### src/rtl/scope_uart_dump.sv
// Streams one captured waveform from the sample buffer to a byte-wide UART
// transmitter as a framed packet: sync byte, 16-bit length, samples 0..len, checksum.
module scope_uart_dump #(
    parameter int          ADDR_WIDTH = 10,
    parameter logic [7:0]  SYNC_BYTE  = 8'hA5
) (
    input  logic                  clk,
    input  logic                  rst_n,
    input  logic                  start,
    input  logic                  abort,
    input  logic [ADDR_WIDTH-1:0] len,
    output logic [ADDR_WIDTH-1:0] mem_addr,
    output logic                  mem_rd_en,
    input  logic [7:0]            mem_data,
    output logic [7:0]            tx_data,
    output logic                  tx_valid,
    input  logic                  tx_ready,
    output logic                  busy,
    output logic                  done
);

    typedef enum logic [2:0] {
        IDLE,
        SYNC,
        LEN_HI,
        LEN_LO,
        FETCH,
        LATCH,
        SAMPLE,
        CSUM
    } state_t;

    state_t                state;
    logic [ADDR_WIDTH-1:0] len_q;
    logic [ADDR_WIDTH-1:0] idx;
    logic [7:0]            csum;
    logic [15:0]           len_ext;
    logic                  xfer;

    assign len_ext = 16'(len_q);
    assign xfer    = tx_valid && tx_ready;

    // The next byte is loaded on the transfer edge so header bytes go out without
    // bubbles; the checksum byte is formed from the running sum plus the last sample.
    always_ff @(posedge clk or negedge rst_n) begin
        if (!rst_n) begin
            state     <= IDLE;
            len_q     <= '0;
            idx       <= '0;
            csum      <= '0;
            mem_addr  <= '0;
            mem_rd_en <= 1'b0;
            tx_data   <= '0;
            tx_valid  <= 1'b0;
            busy      <= 1'b0;
            done      <= 1'b0;
        end else begin
            done <= 1'b0;
            if (abort && state != IDLE) begin
                state     <= IDLE;
                tx_valid  <= 1'b0;
                mem_rd_en <= 1'b0;
                busy      <= 1'b0;
            end else begin
                case (state)
                    IDLE: begin
                        if (start) begin
                            len_q    <= len;
                            idx      <= '0;
                            csum     <= '0;
                            busy     <= 1'b1;
                            tx_valid <= 1'b1;
                            tx_data  <= SYNC_BYTE;
                            state    <= SYNC;
                        end
                    end
                    SYNC: begin
                        if (xfer) begin
                            tx_data <= len_ext[15:8];
                            state   <= LEN_HI;
                        end
                    end
                    LEN_HI: begin
                        if (xfer) begin
                            csum    <= csum + tx_data;
                            tx_data <= len_ext[7:0];
                            state   <= LEN_LO;
                        end
                    end
                    LEN_LO: begin
                        if (xfer) begin
                            csum      <= csum + tx_data;
                            tx_valid  <= 1'b0;
                            mem_addr  <= idx;
                            mem_rd_en <= 1'b1;
                            state     <= FETCH;
                        end
                    end
                    FETCH: begin
                        mem_rd_en <= 1'b0;
                        state     <= LATCH;
                    end
                    LATCH: begin
                        tx_data  <= mem_data;
                        tx_valid <= 1'b1;
                        state    <= SAMPLE;
                    end
                    SAMPLE: begin
                        if (xfer) begin
                            csum <= csum + tx_data;
                            if (idx == len_q) begin
                                tx_data <= csum + tx_data;
                                state   <= CSUM;
                            end else begin
                                idx       <= idx + 1'b1;
                                mem_addr  <= idx + 1'b1;
                                mem_rd_en <= 1'b1;
                                tx_valid  <= 1'b0;
                                state     <= FETCH;
                            end
                        end
                    end
                    CSUM: begin
                        if (xfer) begin
                            tx_valid <= 1'b0;
                            busy     <= 1'b0;
                            done     <= 1'b1;
                            state    <= IDLE;
                        end
                    end
                    default: state <= IDLE;
                endcase
            end
        end
    end

endmodule
### config.mk
export PLATFORM = sky130hd
export DESIGN_NAME = scope_uart_dump
export DESIGN_NICKNAME = d
export VERILOG_FILES = /design/src/rtl/scope_uart_dump.sv
export SDC_FILE = /design/constraint.sdc
export NUM_CORES = 1
export LEC_CHECK = 0
export CORE_MARGIN = 10
export CORE_UTILIZATION = 50
export CTS_CLUSTER_DIAMETER = 120
export DETAILED_ROUTE_END_ITERATION = 8
export GPL_TIMING_DRIVEN = 0
export PLACE_DENSITY = 0.86
export SETUP_SLACK_MARGIN = 0.5
export SYNTH_ARGS = -nofsm -noshare
export SYNTH_HDL_FRONTEND = slang
export SYNTH_SLANG_ARGS = --single-unit
### constraint.sdc
create_clock -name clk -period 2.3 [get_ports clk]
set_input_delay 0.46 -clock clk [delete_from_list [all_inputs] [get_ports clk]]
set_output_delay 0.46 -clock clk [all_outputs]
set_load 0.05 [all_outputs]
==> results of run 1 <==
[per-layer routing]
| metal | up-vias | share of wire (%) | GRT usage (%) |
|---|---|---|---|
| met5 | - | 0 | 0 |
| met4 | 0 | 6.3 | 10.3 |
| met3 | 58 | 8.5 | 4.23 |
| met2 | 231 | 48 | 31.6 |
| met1 | 1429 | 37 | 23.4 |
| li1 | 1258 | - | - |
[cells by family (layout without fill, tap and decap cells)]
logic type / Yosys count / count (layout) / share of synthesized area (%)
flops: 53 / 53 / 43.7
buf+inv: 27 / 112 / 3.58
simple gates: 96 / 96 / 15.4
fa+ha+maj: 10 / 10 / 4.37
xor+xnor: 25 / 25 / 7.21
mux: 32 / 32 / 11.4
compound gates: 65 / 65 / 14.4
[state kept, by name, summed over array words and instances, names as in the netlist]
| name | flops |
|---|---|
| idx | 10 |
| len_q | 10 |
| mem_addr | 10 |
| csum | 8 |
| tx_data | 8 |
| state | 3 |
| busy | 1 |
| done | 1 |
| mem_rd_en | 1 |
| tx_valid | 1 |
[per-stage QoR]
stage | instances | cell area [µm²] | TNS (ns) | setup slack, ns | power, mW
finish | 468 | 4350 | -0.274 | -0.0621 | 3.77
global route | 468 | 4350 | -1.41 | -0.135 | 3.91
CTS | 457 | 4180 | 0 | 0.237 | 3.48
detailed placement | 428 | 3710 | -3.43 | -0.202 | 2.68
global placement | 427 | 3690 | -49.04 | -1.06 | 2.62
floorplan | 308 | 3160 | 0 | 0.197 | 2.23
[how the worst max path moves through the flow]
stage / from / endpoint / slack [ns]
5_1_grt: len_q[5] / idx[0] / -0.14
6_report: len_q[5] / idx[0] / -0.06
4_1_cts: idx[6] / mem_addr[8] / 0.24
2_1_floorplan: tx_data[1] / tx_data[7] / 0.20
3_3_place_gp: rst_n / tx_data[3] / -1.06
3_5_place_dp: tx_ready / tx_data[2] / -0.20
[cells in the mapped netlist (4+ instances only)]
cell type	instances
and3_1	11
o21ai_0	25
inv_1	10
a21oi_1	11
nand4_1	6
xnor2_1	21
nor3_1	4
nand3_1	9
ha_1	9
xor2_1	4
nor2_1	14
buf_2	6
mux2_2	21
dfrtp_1	53
mux2i_1	11
nand2_1	41
o22a_1	4
clkbuf_1	9
[power groups by stage]
stage / registers [mW] / clock network [mW] / logic [mW]
6_report: 1.35 / 0.690 / 1.73
5_1_grt: 1.37 / 0.731 / 1.81
4_1_cts: 1.32 / 0.676 / 1.48
3_5_place_dp: 1.34 / 0 / 1.34
3_3_place_gp: 1.33 / 0 / 1.30
2_1_floorplan: 1.50 / 0 / 0.727
[final cells by class]
class / count / share of cell area [%]
clock buffer: 7 / 1.99
clock inverter: 1 / 0.691
tap: 75 / 2.16
timing repair buffer: 77 / 17.3
buffer: 17 / 3.08
multi-input combinational: 228 / 43.0
sequential: 53 / 30.9
inverter: 10 / 0.864
[worst max-delay path: cells and delay by family (launching register included)]
family          cells  cell delay (ns)
compound gates      1             0.20
simple gates        3             0.67
buf+inv             2             0.31
flops               1             0.47
mux                 1             0.32
xor+xnor            1             0.29
[repair_timing]
| action | 4_1_cts | 5_1_grt |
|---|---|---|
| gates cloned | 2 | 0 |
| gates resized for setup | 75 | 32 |
| buffers inserted | 19 | 11 |
| endpoints found under the setup margin | 72 | 47 |
| pin swaps | 20 | 7 |
==> results.json, run 1 <==
{
  "post-route-min-period_ns": 2.36,
  "critPathSlowestCell": "dfrtp_2",
  "syn_nets": 341,
  "outcome": "finished with violations",
  "fin_skew_ns": 0.0139,
  "ctsHoldBuffers": 0,
  "sw_frac_of_total_pct": 41.5,
  "violations": "negative setup slack",
  "slew_headroom_pct": 57.6,
  "hold_violations": 0,
  "sequentialPowerShare_pct": 35.9,
  "timing.rr.end": "idx[0]",
  "grtUsageTotal_pct": 19.4,
  "p_int_mw": 2.21,
  "power_density_nw_per_um2": 868,
  "combPwrFrac_pct": 45.9,
  "drc": 0,
  "hold_class": "in -> async",
  "clkPwrFrac_pct": 18.3,
  "fill_cells": 373,
  "p_leak_nw": 2.03,
  "r2r_cells": 8,
  "synth-edff-count": 0,
  "path_max_fanout": 3,
  "yosysTopAreaCell": "dfrtp_1",
  "crit_chain": "xnor2_2, nand4_1, nor4_4, buf_4, buf_6, nor3_2, o21ai_2, mux2_4",
  "synth_cell_types": 44,
  "final_core_util_pct": 73.4,
  "cts.sink_count": 53,
  "die_w_um": 97.9,
  "grt_max_degree": 35,
  "r2r_start": "len_q[5]",
  "ys_ff_latch": 53,
  "rrSetupSlack_ns": -0.06,
  "via_per_inst": 6.36,
  "timing.final.crit_share_pct": 103,
  "port_buffers": 44,
  "path_class": "reg -> reg",
  "netlist_instances": 308,
  "synthToLayoutAreaGrowth_pct": 43.1,
  "required_ns": 2.52,
  "multi_input_area_um2": 1870,
  "endpoint_kind": "register",
  "worstMarginPinSlew_ns": 0.637,
  "worst_slack_ns": -0.0621,
  "cpPeakStageDelay_ns": 0.47,
  "wl_per_cell_um": 22.4,
  "irDropWorstVdd_mv": 0.693,
  "synth_async_sr_flop_share_pct": 100,
  "ys_seq_area_share_pct": 43.7,
  "gr-total-overflow": 0,
  "clockBufferDepth": 2,
  "synth_area_um2": 3040,
  "start_kind": "register",
  "place_congestion": 0.921,
  "regArea_um2": 1340,
  "whs_ns": 0.0984,
  "first_pass_iters": 5,
  "die-area_um2": 9590,
  "synth_flop_cell": "dfrtp_1",
  "cp_data_arrival_time_ns": 2.58,
  "report.final.slew_viol_count": 0,
  "antenna_found_initial": 0,
  "vias": 2976,
  "grt_pass1_vias": 2935,
  "avgSynthCellArea_um2": 9.86,
  "die_h_um": 97.9,
  "cts_tree": "built",
  "io_pins": 45,
  "grt_pass1_wl_mm": 15.5,
  "wl_mm": 10.5,
  "layout.cells.most_common": "dfrtp_1",
  "clock_latency_ns": 0.33,
  "placementRows": 28,
  "finalSetupViolCount": 9,
  "final_layout_size_suffix_gt1_share_pct": 33.6,
  "synth_warnings": 0,
  "htree_levels": 2,
  "final_cell_mix": "dfrtp_1, nand2_1, buf_4",
  "dp_hpwl_mm": 5.96,
  "synth_top_area_share_pct": 43.7,
  "clk_pin_slew_ns": 0.10,
  "cts_root_buffer": "clkbuf_8",
  "finalNetCount": 425,
  "cts_buffers": 5,
  "drt_iter0_drc": 352,
  "rsz0062_at_grt": "true",
  "diodes": 0,
  "start_util_pct": 51.3,
  "switchingPower_mw": 1.56,
  "ant_nets": 0,
  "core_um2": 5920,
  "synth_area_leaders": "dfrtp_1, mux2_2, xnor2_1",
  "fmax_mhz": 423,
  "maxCapViolations": 0
}
(Power assumes the default switching activity.)
==> run 2: changes to the inputs <==
--- a/config.mk
+++ b/config.mk
@@ -10,7 +10,7 @@
 export CTS_CLUSTER_DIAMETER = 120
 export DETAILED_ROUTE_END_ITERATION = 8
 export GPL_TIMING_DRIVEN = 0
-export PLACE_DENSITY = 0.86
+export PLACE_DENSITY = 0.75
 export SETUP_SLACK_MARGIN = 0.5
 export SYNTH_ARGS = -nofsm -noshare
 export SYNTH_HDL_FRONTEND = slang
==> results.json, run 2 (same netlist as run 1, synthesis figures left out) <==
{
  "outcome": "complete, no violations",
  "place_congestion": 0.882,
  "grt_pass1_vias": 2778,
  "finalSetupViolCount": 0,
  "irDropWorstVdd_mv": 0.508,
  "cp_data_arrival_time_ns": 2.31,
  "wl_per_cell_um": 19.0,
  "r2r_cells": 7,
  "cts.sink_count": 53,
  "grt_pass1_wl_mm": 14.2,
  "switchingPower_mw": 1.46,
  "start_kind": "register",
  "finalNetCount": 422,
  "crit_chain": "ha_4, and3_4, a2111o_1, o31ai_2, xnor2_1, a21oi_1, o22a_1",
  "slew_headroom_pct": 66.4,
  "port_buffers": 44,
  "cts_root_buffer": "clkbuf_8",
  "critPathSlowestCell": "dfrtp_2",
  "path_class": "reg -> reg",
  "clkPwrFrac_pct": 16.5,
  "report.final.slew_viol_count": 0,
  "wl_mm": 8.82,
  "die_w_um": 97.9,
  "rsz0062_at_grt": "true",
  "endpoint_kind": "register",
  "grtUsageTotal_pct": 17.7,
  "synthToLayoutAreaGrowth_pct": 42.4,
  "via_per_inst": 5.73,
  "r2r_start": "tx_data[3]",
  "crit_family": "compound AO/OA/AOI/OAI gates",
  "worstMarginPinSlew_ns": 0.507,
  "core_um2": 5920,
  "start_util_pct": 51.3,
  "largest_registers": "idx: 10 flops, len_q: 10 flops, mem_addr: 10 flops",
  "sequentialPowerShare_pct": 37.8,
  "timing.final.crit_share_pct": 91.5,
  "ant_nets": 0,
  "rrSetupSlack_ns": 0.19,
  "clock_latency_ns": 0.32,
  "timing.rr.end": "tx_data[7]",
  "htree_levels": 2,
  "final_cell_mix": "dfrtp_1, nand2_1, buf_4, dlygate4sd2_1, clkdlybuf4s50_1",
  "power_mw": 3.56,
  "clk_pin_slew_ns": 0.10,
  "p_leak_nw": 2.09,
  "die_h_um": 97.9,
  "fill_cells": 438,
  "fin_skew_ns": 0.00763,
  "cp.buffers_inverters": 0,
  "diodes": 0,
  "die-area_um2": 9590,
  "required_ns": 2.51,
  "gr-total-overflow": 0,
  "power_density_nw_per_um2": 823,
  "combPwrFrac_pct": 45.7,
  "first_pass_iters": 4,
  "dp_hpwl_mm": 5.99,
  "grt_max_degree": 37,
  "placementRows": 28,
  "final_core_util_pct": 73.0,
  "fmax_mhz": 475,
  "cts_buffers": 5,
  "io_pins": 45,
  "final_layout_size_suffix_gt1_share_pct": 35.1,
  "vias": 2663,
  "maxCapViolations": 0,
  "antenna_found_initial": 0,
  "layout.cells.most_common": "dfrtp_1",
  "clockBufferDepth": 2,
  "p_int_mw": 2.10,
  "hold_class": "in -> async",
  "sw_frac_of_total_pct": 41.0,
  "drc": 0,
  "drt_iter0_drc": 124,
  "post-route-min-period_ns": 2.11,
  "cpPeakStageDelay_ns": 0.44,
  "hold_violations": 0,
  "cts_tree": "built",
  "path_max_fanout": 3
}
-- run 2: changes by cell type in the layout (fill, tap and decap cells not counted), moves of 2 or more --
cell,change
buf_6,+2
nand2_4,+6
clkbuf_2,-2
buf_12,-2
nand2_1,-6
clkbuf_4,-2
buf_2,+2
-- run 2: worst register-to-register path, cell delays in order (launching register included) --
cell and delay, ns:
dfrtp_2 0.44, ha_4 0.25, and3_4 0.16, a2111o_1 0.44
o31ai_2 0.25, xnor2_1 0.20, a21oi_1 0.10, o22a_1 0.17
-- run 2: metrics by stage --
step                      TNS [ns]  setup WS [ns]  area [µm²]  instances  hold slack, ns
final                            0          0.195        4320        465          0.0681
after global routing             0          0.131        4320        465          0.0864
after CTS                        0          0.231        4120        455          0.0833
after detailed placement     -4.15         -0.226        3710        428           0.435
after global placement      -52.91          -1.12        3690        427           0.488
after floorplan                  0          0.197        3160        308           0.164
-- run 2: repair_timing --
item,4_1_cts,5_1_grt
hold buffers,0,0
buffers inserted,18,10
endpoints found under the setup margin,72,47
cloned,1,0
resized for setup,83,40
pin swaps,18,13
-- run 2: worst max-delay path by stage --
stage	start	endpoint	slack, ns	cells past startpoint
6_report	tx_data[3]	tx_data[7]	0.19	7
5_1_grt	csum[1]	tx_data[7]	0.13	7
4_1_cts	csum[2]	tx_data[7]	0.23	7
3_5_place_dp	tx_ready	tx_data[0]	-0.23	7
3_3_place_gp	rst_n	tx_data[2]	-1.12	1
2_1_floorplan	tx_data[1]	tx_data[7]	0.20	7
-- run 2: routing by layer --
layer  up-vias  share of wire, %  track usage (%)
met5         -                 0                0
met4         0               1.2             4.92
met3        12               4.6             4.23
met2        74                51             30.1
met1      1322                43             21.6
li1       1255                 -                -
-- run 2: cell type report --
type                            instances  area [µm²]  share of cell area (%)
Inverter                               10        40.0                   0.926
Buffer                                 17         128                    2.95
Clock buffer                            6        82.6                    1.91
Tap cell                               75        93.8                    2.17
Multi-Input combinational cell        228        1920                    44.5
Timing Repair Buffer                   74         694                    16.1
Clock inverter                          2        17.5                   0.405
Sequential cell                        53        1340                    31.1
-- run 2: power groups by stage --
stage / logic [mW] / registers, mW / clock network [mW]
floorplan: 0.727 / 1.50 / 0
global placement: 1.30 / 1.33 / 0
detailed placement: 1.33 / 1.35 / 0
CTS: 1.46 / 1.33 / 0.593
global route: 1.75 / 1.37 / 0.631
finish: 1.63 / 1.35 / 0.587
==> run 3: changes to the inputs <==
--- a/config.mk
+++ b/config.mk
@@ -11,7 +11,9 @@
 export DETAILED_ROUTE_END_ITERATION = 8
 export GPL_TIMING_DRIVEN = 0
 export PLACE_DENSITY = 0.75
+export RECOVER_POWER = 100
 export SETUP_SLACK_MARGIN = 0.5
 export SYNTH_ARGS = -nofsm -noshare
 export SYNTH_HDL_FRONTEND = slang
 export SYNTH_SLANG_ARGS = --single-unit
+export TNS_END_PERCENT = 5
==> results.json, run 3 (same netlist as run 1, synthesis figures left out) <==
{
  "grtUsageTotal_pct": 17.1,
  "hold_violations": 0,
  "switchingPower_mw": 1.38,
  "hold_class": "in -> async",
  "dpl.cell_count": 428,
  "path_max_fanout": 3,
  "power_density_nw_per_um2": 815,
  "via_per_inst": 5.70,
  "post-route-min-period_ns": 2.10,
  "antenna_found_initial": 0,
  "synthToLayoutAreaGrowth_pct": 36.2,
  "die_h_um": 97.9,
  "start_util_pct": 51.3,
  "clkPwrFrac_pct": 15.6,
  "grt_max_degree": 32,
  "drc": 0,
  "largest_registers": "idx: 10 flops, len_q: 10 flops, mem_addr: 10 flops",
  "die-area_um2": 9590,
  "r2r_start": "tx_data[2]",
  "maxCapViolations": 0,
  "gr-total-overflow": 0,
  "clockBufferDepth": 2,
  "fmax_mhz": 477,
  "final_core_util_pct": 69.9,
  "required_ns": 2.50,
  "place_congestion": 0.891,
  "grt_pass1_wl_mm": 13.6,
  "worst_slack_ns": 0.205,
  "multi_input_area_um2": 1820,
  "instances_no_fill": 457,
  "cts_root_buffer": "clkbuf_8",
  "outcome": "complete, no violations",
  "fill_cells": 457,
  "diodes": 0,
  "slew_headroom_pct": 9.45,
  "irDropWorstVdd_mv": 0.604,
  "timing.final.crit_share_pct": 91.1,
  "sequentialPowerShare_pct": 39.5,
  "first_pass_iters": 5,
  "vias": 2607,
  "io_pins": 45,
  "finalNetCount": 415,
  "cts_buffers": 5,
  "wl_mm": 8.28,
  "dp_hpwl_mm": 5.72,
  "path_class": "reg -> reg",
  "clk_pin_slew_ns": 0.10,
  "htree_levels": 2,
  "regArea_um2": 1340,
  "cp_data_arrival_time_ns": 2.29,
  "p_leak_nw": 1.85,
  "start_kind": "register",
  "core_um2": 5920,
  "cts.sink_count": 53,
  "finalSetupViolCount": 0,
  "die_w_um": 97.9,
  "final_layout_size_suffix_gt1_share_pct": 27.7,
  "drt_iter0_drc": 173,
  "worstMarginPinSlew_ns": 1.36,
  "wl_per_cell_um": 18.1,
  "p_int_mw": 2.00,
  "grt_pass1_vias": 2703,
  "endpoint_kind": "register",
  "clock_latency_ns": 0.31,
  "ant_nets": 0,
  "report.final.slew_viol_count": 0,
  "power_mw": 3.37,
  "final_cell_mix": "dfrtp_1, nand2_1, clkdlybuf4s50_1",
  "crit_start": "tx_data[2]",
  "combPwrFrac_pct": 44.9,
  "placementRows": 28,
  "sw_frac_of_total_pct": 40.8,
  "fin_skew_ns": 0.0136,
  "port_buffers": 44,
  "pre_cts_ws_ns": -0.265,
  "layout.cells.most_common": "dfrtp_1",
  "rsz0062_at_grt": "true",
  "cts_tree": "built"
}
run 3: changes by cell type in the layout (fill, tap and decap cells not counted), moves of 5 or more:
cell             previous run  this run
nand2_4                     6         0
buf_6                      10         5
dlygate4sd2_1              23         2
o21ai_1                     8         2
nand2_1                    32        40
buf_4                      23        17
o21ai_0                    15        22
clkdlybuf4s50_1            19        40
run 3: power by group through the flow:
stage,Clock [mW],Sequential (mW),Combinational [mW]
finish,0.525,1.33,1.51
global route,0.582,1.35,1.63
CTS,0.537,1.32,1.42
detailed placement,0,1.33,1.32
global placement,0,1.33,1.30
floorplan,0,1.50,0.722
run 3: repair_timing:
item,4_1_cts,5_1_grt
setup endpoints to repair,73,73
setup buffers,13,7
cloned,1,1
resized for setup,35,30
pin swaps,11,13
hold buffers,0,0
run 3: routing by layer:
| layer | routed length, µm | GRT usage, % | vias to the layer above |
|---|---|---|---|
| li1 | - | - | 1241 |
| met1 | 3760 | 22.0 | 1283 |
| met2 | 3990 | 27.5 | 72 |
| met3 | 418 | 3.95 | 11 |
| met4 | 104 | 5.37 | 0 |
| met5 | 0 | 0 | - |
run 3: final timing paths:
check | slack (ns) | to | cells past startpoint
max | 0.20 | tx_data[6] | 8
max in group asynchronous | 0.97 | tx_data[4] | 1
max reg2reg | 0.20 | tx_data[6] | 8
min in group clk | 0.52 | mem_addr[5] | 1
min | 0.43 | mem_addr[3] | 1
min reg2reg | 0.52 | mem_addr[5] | 1
run 3: critical path: stages, from the launching register on:
cell and delay [ns]:
dfrtp_2 0.44, ha_4 0.25, buf_4 0.14, nor2b_2 0.15, o31a_1 0.31, o22ai_2 0.14, xnor2_2 0.10, a222oi_1 0.33
o21ai_1 0.11
run 3: layout make-up:
cell class	instances	area share [%]
Buffer	17	2.45
Multi-Input combinational cell	228	44.1
Inverter	10	0.907
Sequential cell	53	32.4
Clock buffer	5	1.66
Tap cell	75	2.27
Clock inverter	2	0.393
Timing Repair Buffer	67	15.9
run 3: metrics by stage:
stage	instance area [µm²]	setup TNS, ns	hold slack [ns]
after detailed placement	3670	-5.02	0.480
after CTS	4010	0	0.138
after global routing	4140	0	0.538
after global placement	3650	-54.00	0.487
final	4140	0	0.431
after floorplan	3120	0	0.164
